===== src/rtl/align_shifter_pipe_if.sv =====
// Beat handshake bundle for align_shifter_pipe: upstream valid/ready beat in, aligned beat out.
// in_left exists only when ALIGN_SHIFT_LEFT_EN is defined.
interface align_shifter_pipe_if #(
  parameter int WIDTH   = 24,
  parameter int SHIFT_W = 8
);
  logic               in_valid;
  logic               in_ready;
  logic [WIDTH-1:0]   in_mant;
  logic [SHIFT_W-1:0] in_shamt;
  logic [7:0]         in_tag;
`ifdef ALIGN_SHIFT_LEFT_EN
  logic               in_left;
`endif
  logic               out_valid;
  logic               out_ready;
  logic [WIDTH-1:0]   out_mant;
  logic [2:0]         out_grs;
  logic [7:0]         out_tag;

  modport master (
`ifdef ALIGN_SHIFT_LEFT_EN
    output in_left,
`endif
    output in_valid, in_mant, in_shamt, in_tag, out_ready,
    input  in_ready, out_valid, out_mant, out_grs, out_tag
  );

  modport slave (
`ifdef ALIGN_SHIFT_LEFT_EN
    input  in_left,
`endif
    input  in_valid, in_mant, in_shamt, in_tag, out_ready,
    output in_ready, out_valid, out_mant, out_grs, out_tag
  );
endinterface


===== src/rtl/align_shifter_pipe.sv =====
// Pipelined right-align barrel shifter with guard/round/sticky and shift saturation; ALIGN_SHIFT_LEFT_EN adds left shifts.
// Latency: STAGES cycles from accept to out_valid, 1 beat/cycle.
// Backpressure: per-stage load = !valid || downstream load; in_ready is combinational from out_ready, no skid buffer.
module align_shifter_pipe #(
  parameter int WIDTH   = 24,
  parameter int SHIFT_W = 8,
  parameter int STAGES  = 2
) (
  input  logic              clk,
  input  logic              rst_n,
  align_shifter_pipe_if.slave io
);
  localparam int EXT_W  = WIDTH + 3;
  localparam int LEVELS = $clog2(EXT_W);
  // Wide enough to hold both the raw shift amount and the EXT_W threshold.
  localparam int AW     = (SHIFT_W > LEVELS) ? SHIFT_W : LEVELS + 1;
  localparam int BASE   = LEVELS / STAGES;
  localparam int EXTRA  = LEVELS % STAGES;

  typedef struct packed {
    logic [EXT_W-1:0]  ext;
    logic              sticky;
    logic [LEVELS-1:0] amt;
    logic [7:0]        tag;
`ifdef ALIGN_SHIFT_LEFT_EN
    logic              left;
`endif
  } beat_t;

  function automatic int stage_of_level(int l);
    int first;
    int cnt;
    stage_of_level = STAGES - 1;
    for (int s = 0; s < STAGES; s++) begin
      first = s * BASE + ((s < EXTRA) ? s : EXTRA);
      cnt   = BASE + ((s < EXTRA) ? 1 : 0);
      if (l >= first && l < first + cnt) stage_of_level = s;
    end
  endfunction

  function automatic logic [EXT_W-1:0] low_mask(int k);
    if (k >= EXT_W) low_mask = '1;
    else            low_mask = (EXT_W'(1) << k) - EXT_W'(1);
  endfunction

  logic [STAGES-1:0]  vld;
  logic [STAGES-1:0]  ld;
  beat_t [STAGES-1:0] r;
  beat_t [STAGES-1:0] nxt;
  beat_t              in_beat;
  logic [AW-1:0]      amt_w;

  assign amt_w = AW'(io.in_shamt);

  // Saturated shifts are resolved here so the levels only ever see amounts below 2^LEVELS.
  always_comb begin
    in_beat        = '0;
    in_beat.ext    = {io.in_mant, 3'b000};
    in_beat.amt    = amt_w[LEVELS-1:0];
    in_beat.tag    = io.in_tag;
`ifdef ALIGN_SHIFT_LEFT_EN
    in_beat.left   = io.in_left;
    if (io.in_left) begin
      if (amt_w >= AW'(WIDTH)) in_beat.ext = '0;
    end else
`endif
    if (amt_w >= AW'(EXT_W)) begin
      in_beat.ext    = '0;
      in_beat.sticky = |io.in_mant;
    end
  end

  always_comb begin : p_levels
    beat_t cur;
    int    k;
    cur = '0;
    k   = 0;
    nxt = '0;
    for (int s = 0; s < STAGES; s++) begin
      cur = (s == 0) ? in_beat : r[s-1];
      for (int l = 0; l < LEVELS; l++) begin
        if (stage_of_level(l) == s && cur.amt[LEVELS-1-l]) begin
          k = 1 << (LEVELS - 1 - l);
`ifdef ALIGN_SHIFT_LEFT_EN
          if (cur.left) begin
            cur.ext = cur.ext << k;
          end else
`endif
          begin
            cur.sticky = cur.sticky | (|(cur.ext & low_mask(k)));
            cur.ext    = cur.ext >> k;
          end
        end
      end
      nxt[s] = cur;
    end
  end

  // A stage can load when it, or any stage after it, has a free slot, or the sink drains.
  always_comb begin : p_ready
    logic [STAGES-1:0] full_from;
    full_from = '0;
    ld        = '0;
    for (int s = 0; s < STAGES; s++) begin
      full_from = vld | STAGES'((1 << s) - 1);
      ld[s]     = io.out_ready || !(&full_from);
    end
  end

  always_ff @(posedge clk or negedge rst_n) begin
    if (!rst_n) begin
      vld <= '0;
      r   <= '0;
    end else begin
      for (int s = 0; s < STAGES; s++) begin
        if (ld[s]) begin
          vld[s] <= (s == 0) ? io.in_valid : vld[s-1];
          if ((s == 0) ? io.in_valid : vld[s-1]) r[s] <= nxt[s];
        end
      end
    end
  end

  assign io.in_ready  = ld[0];
  assign io.out_valid = vld[STAGES-1];
  assign io.out_mant  = r[STAGES-1].ext[EXT_W-1:3];
  assign io.out_grs   = {r[STAGES-1].ext[2], r[STAGES-1].ext[1],
                         r[STAGES-1].ext[0] | r[STAGES-1].sticky};
  assign io.out_tag   = r[STAGES-1].tag;

  logic unused_tail;
`ifdef ALIGN_SHIFT_LEFT_EN
  assign unused_tail = ^{r[STAGES-1].amt, r[STAGES-1].left};
`else
  assign unused_tail = ^r[STAGES-1].amt;
`endif
endmodule

===== src/flat_wrapper.sv =====
// flat-port wrapper written by rule: the top's interface ports become plain ports
module align_shifter_pipe_flat 
#(
  parameter int WIDTH   = 24,
  parameter int SHIFT_W = 8,
  parameter int STAGES  = 2
)
  (clk, rst_n, io_in_valid, io_in_mant, io_in_shamt, io_in_tag, io_out_ready, io_in_ready, io_out_valid, io_out_mant, io_out_grs, io_out_tag);
  align_shifter_pipe_if #(.WIDTH(WIDTH), .SHIFT_W(SHIFT_W)) io_i ();
  input  logic clk;
  input  logic rst_n;
  input wire logic [$bits(io_i.in_valid)-1:0] io_in_valid;
  input wire logic [$bits(io_i.in_mant)-1:0] io_in_mant;
  input wire logic [$bits(io_i.in_shamt)-1:0] io_in_shamt;
  input wire logic [$bits(io_i.in_tag)-1:0] io_in_tag;
  input wire logic [$bits(io_i.out_ready)-1:0] io_out_ready;
  output wire logic [$bits(io_i.in_ready)-1:0] io_in_ready;
  output wire logic [$bits(io_i.out_valid)-1:0] io_out_valid;
  output wire logic [$bits(io_i.out_mant)-1:0] io_out_mant;
  output wire logic [$bits(io_i.out_grs)-1:0] io_out_grs;
  output wire logic [$bits(io_i.out_tag)-1:0] io_out_tag;
  assign io_i.in_valid = io_in_valid;
  assign io_i.in_mant = io_in_mant;
  assign io_i.in_shamt = io_in_shamt;
  assign io_i.in_tag = io_in_tag;
  assign io_i.out_ready = io_out_ready;
  assign io_in_ready = io_i.in_ready;
  assign io_out_valid = io_i.out_valid;
  assign io_out_mant = io_i.out_mant;
  assign io_out_grs = io_i.out_grs;
  assign io_out_tag = io_i.out_tag;
  align_shifter_pipe #(.WIDTH(WIDTH), .SHIFT_W(SHIFT_W), .STAGES(STAGES)) u_core (.clk(clk), .rst_n(rst_n), .io(io_i));
endmodule

===== config.mk =====
export PLATFORM = sky130hd
export DESIGN_NAME = align_shifter_pipe_flat
export DESIGN_NICKNAME = d
export VERILOG_FILES = /design/src/rtl/align_shifter_pipe_if.sv /design/src/rtl/align_shifter_pipe.sv /design/src/flat_wrapper.sv
export SDC_FILE = /design/constraint.sdc
export NUM_CORES = 1
export LEC_CHECK = 0
export CAP_MARGIN = 20
export CORE_ASPECT_RATIO = 0.9
export CORE_UTILIZATION = 57
export DETAILED_ROUTE_END_ITERATION = 6
export HOLD_SLACK_MARGIN = 0.06
export PLACE_DENSITY = 0.83
export SLEW_MARGIN = 30
export SYNTH_ARGS = -nofsm -noshare
export SYNTH_HDL_FRONTEND = slang
export SYNTH_SLANG_ARGS = --single-unit

===== constraint.sdc =====
create_clock -name clk -period 3 [get_ports clk]
set_input_delay 0.6 -clock clk [delete_from_list [all_inputs] [get_ports clk]]
set_output_delay 0.6 -clock clk [all_outputs]
set_load 0.01 [all_outputs]

==> flow_summary.yaml <==
run_status:
  status: "finished, final reports clean"
synthesis:
  syn-cell-area_sq_um: 4400
  yosys_register_bits: 76
  synth.net_count: 476
  syn-mean-instance-area_sq_um: 10.2
  synthDistinctLibCells: 37
  ys_seq_area_share_pct: 43.2
  synthDominantAreaCellType: "sky130_fd_sc_hd__dfrtp_1"
  synth_warnings: 0
  synth_cells: 432
  synth_top_cell_area_share_pct: 43.2
  synthTopCellsByArea: "sky130_fd_sc_hd__dfrtp_1 (43%), sky130_fd_sc_hd__mux4_2 (11%), sky130_fd_sc_hd__mux2_2 (8.2%)"
critical_path:
  timing.critical_path.slowest_stage_cell: "sky130_fd_sc_hd__clkdlybuf4s50_1"
  setup.worst_path.end_class: "primary output"
  crit_path_cell_trace: "clkdlybuf4s50_1, nand3b_1, clkdlybuf4s50_1"
  worst_path_most_repeated_cell: "sky130_fd_sc_hd__clkdlybuf4s50_1"
  crit_path_start_kind: "input pin"
  cp_top_family: "buffers and inverters"
  worst_path_required_time_ps: 2400
  critical_path.max_stage_delay_ps: 560
  crit_type: "input pin to primary output"
  arrival_ps: 1780
  critPathMaxFanout: 4
  cp_num_buf_inv: 2
floorplan:
  die_width_um: 94.6
  core_sq_um: 7510
  floorplan.die.height_um: 85.4
  die_area_sq_um: 8080
  floorplan.initialDensity_pct: 58.6
  design.portCount: 81
  row_count: 30
cts:
  clk_pin_slew_worst_paths_ps: 80
  post_cts_resized: 0
  cts.repair_timing.setup_buffer_count: 0
  numCtsBuffers: 9
  clock_tree.buffer_depth: 2
  ctsRootBufferMaster: "sky130_fd_sc_hd__clkbuf_8"
  clock_sinks: 76
  htreeDepth: 3
  clk_latency_ps: 350
  cts_hold_repair.buffers: 0
  tritoncts: "built"
timing:
  period_needed_ps: 2380
  final-setup-viol-count: 0
  maxSlewViolCount: 0
  grt_setup_unrepaired: "false"
  clock_skew_ps: 8.71
  max_slew.worst_pin.slew_ps: 689
  timing.fmax_mhz: 421
  worst_slack_ps: 624
  whs_ps: 247
  setup_tns_ps: 0
  finalCritPeriodShare_pct: 79.2
  finalHoldViolations: 0
  slew_headroom_pct: 54.1
final_layout:
  nets: 514
  antenna_cells_inserted: 0
  areaGrowthSynthToFinish_pct: 18.7
  share_of_layout_cells_above_drive_strength_1_pct: 17.9
power:
  power_share_of_the_clock_group_pct: 31.6
  switchingPower_uw: 728
  p_per_area_nw_per_um2: 488
  ir_drop_mv: 0.237
  leakage_power_nw: 2.28
  intPower_mw: 1.82
  swShare_pct: 28.6
  power.share.combinational_pct: 22.1
  fin_total_pwr_mw: 2.55
  sequentialPowerShare_pct: 46.2
placed_design:
  globalplace.congestion: 0.923
  place_hpwl_um: 7620
  port_buffers: 80
  detailedPlace.worstSlack_ps: 389
grt:
  grt_pass1_vias: 3428
  grt_first_pass_wirelength_um: 17800
  antenna_found_initial: 0
  grt_use_total_pct: 29.2
  grt_max_degree: 77
  globalRoute.totalOverflow: 0
detailed_routing:
  drcViolationCount: 0
  route.vias.total: 3388
  initial_drc_count: 207
  vias_per_cell: 5.93
  postRouteAntennaNets: 0
  route.detailed.wl_per_inst_um: 18.3
  finalWirelength_um: 10400
  drt_first_pass_iters: 5
job:
  timing.max_cap.violations: 0
worst_hold_path:
  min-delay-path-class: "input pin to asynchronous set/reset pin"
## routing by layer
layer  track usage (%)  up-vias  part of all wire [%]  routed length (um)
met5                 0        -                     0                   0
met3              6.36       17                   6.4                 666
met1              42.3     1657                    46                4820
met2              43.8      131                    46                4780
li1                  -     1583                     -                   -
met4              9.23        0                   1.7                 180
## synthesized netlist by cell type (all sizes together)
library cell	number
nand2	80
a21o	1
a2111o	1
mux2	35
clkbuf	18
or3	2
mux4	21
nor2	17
nor3	19
a211oi	5
nand3b	1
dfrtp	76
o31ai	1
a21oi	15
a31oi	5
nand3	5
nand2b	7
and2	1
a2bb2oi	4
buf	45
mux2i	17
a22oi	3
and4	1
or2	2
nor2b	7
nor4	5
inv	2
o21ai	35
nand4	1
## sequential cells by signal, summed over array words and instances (netlist names)
register / flops
u_core.vld: 2
u_core.io.out_tag: 8
u_core.r: 30
u_core.io.out_mant: 24
u_core.io.out_grs: 2
u_core.nxt: 10
## through the flow
step,utilization (%),instance area (sq um),instances
floorplan,-,4400,432
global placement,66.8,5010,555
detailed placement,66.8,5010,555
CTS,69.6,5220,571
global route,69.6,5230,571
finish,69.6,5230,571
## worst register-to-register path: cells and delay by family, from the launching register on
kind	cells	cell delay, ps
buffers and inverters	1	430
flip-flops	1	340
multiplexers	2	890
## layout make-up
cell class | instances | area (sq um)
sequential | 76 | 1900
clock buffer | 10 | 138
clock inverter | 6 | 71.3
inverter | 2 | 7.51
multi-input combinational | 291 | 2110
fill | 571 | 2280
timing repair buffer | 90 | 877
tap | 96 | 120
## power groups by stage
stage | registers [mW] | clock network [mW] | logic (mW)
floorplan | 1.16 | 0 | 0.395
global placement | 1.19 | 0 | 0.554
detailed placement | 1.20 | 0 | 0.566
CTS | 1.18 | 0.828 | 0.568
global route | 1.19 | 0.870 | 0.613
finish | 1.18 | 0.806 | 0.564
## logic make-up (layout without fill, tap and decap cells)
logic type	Yosys count	in the layout	share of synthesized area, %
and+or+nand+nor	148	148	14.9
DFF	76	76	43.2
muxes	73	73	23.7
AOI/OAI and AO/OA	70	70	9.24
buffers and inverters	65	108	8.90
## path summary, 6_finish.rpt
path                                       startpoint                           endpoint  slack [ps]  cells past startpoint
max                                      io_out_ready                        io_in_ready         620                      3
max reg2reg                u_core.nxt[49]$_DFFE_PN0P_   u_core.io.out_grs[1]$_DFFE_PN0P_        1230                      3
min in group clk           u_core.nxt[45]$_DFFE_PN0P_         u_core.nxt[45]$_DFFE_PN0P_         480                      2
max in group asynchronous                       rst_n         u_core.nxt[50]$_DFFE_PN0P_        2220                      1
min reg2reg                u_core.nxt[45]$_DFFE_PN0P_         u_core.nxt[45]$_DFFE_PN0P_         480                      2
min                                             rst_n  u_core.io.out_mant[6]$_DFFE_PN0P_         250                      1
## cells in the final DEF (no fill, tap or decap), types with 2 or more instances in the layout
cell type,synthesis,layout
sky130_fd_sc_hd__nand3_1,5,5
sky130_fd_sc_hd__mux2_4,2,2
sky130_fd_sc_hd__nor2_1,17,17
sky130_fd_sc_hd__clkinvlp_4,0,2
sky130_fd_sc_hd__a211oi_1,5,5
sky130_fd_sc_hd__mux2i_1,17,17
sky130_fd_sc_hd__buf_4,36,10
sky130_fd_sc_hd__a22oi_1,3,3
sky130_fd_sc_hd__a2bb2oi_1,4,4
sky130_fd_sc_hd__clkinv_4,0,2
sky130_fd_sc_hd__o21ai_0,11,11
sky130_fd_sc_hd__nor3_1,19,19
sky130_fd_sc_hd__nand2_1,80,80
sky130_fd_sc_hd__clkbuf_8,0,10
sky130_fd_sc_hd__a31oi_1,5,5
sky130_fd_sc_hd__mux4_2,21,21
sky130_fd_sc_hd__nand2b_1,7,7
sky130_fd_sc_hd__mux2_2,32,32
sky130_fd_sc_hd__nor2b_1,7,7
sky130_fd_sc_hd__o21ai_1,23,23
sky130_fd_sc_hd__nor4_1,5,5
sky130_fd_sc_hd__inv_1,2,2
sky130_fd_sc_hd__dfrtp_1,76,75
sky130_fd_sc_hd__clkdlybuf4s50_1,0,79
sky130_fd_sc_hd__or3_1,2,2
sky130_fd_sc_hd__a21oi_1,15,15
(Power assumes the default switching activity.)
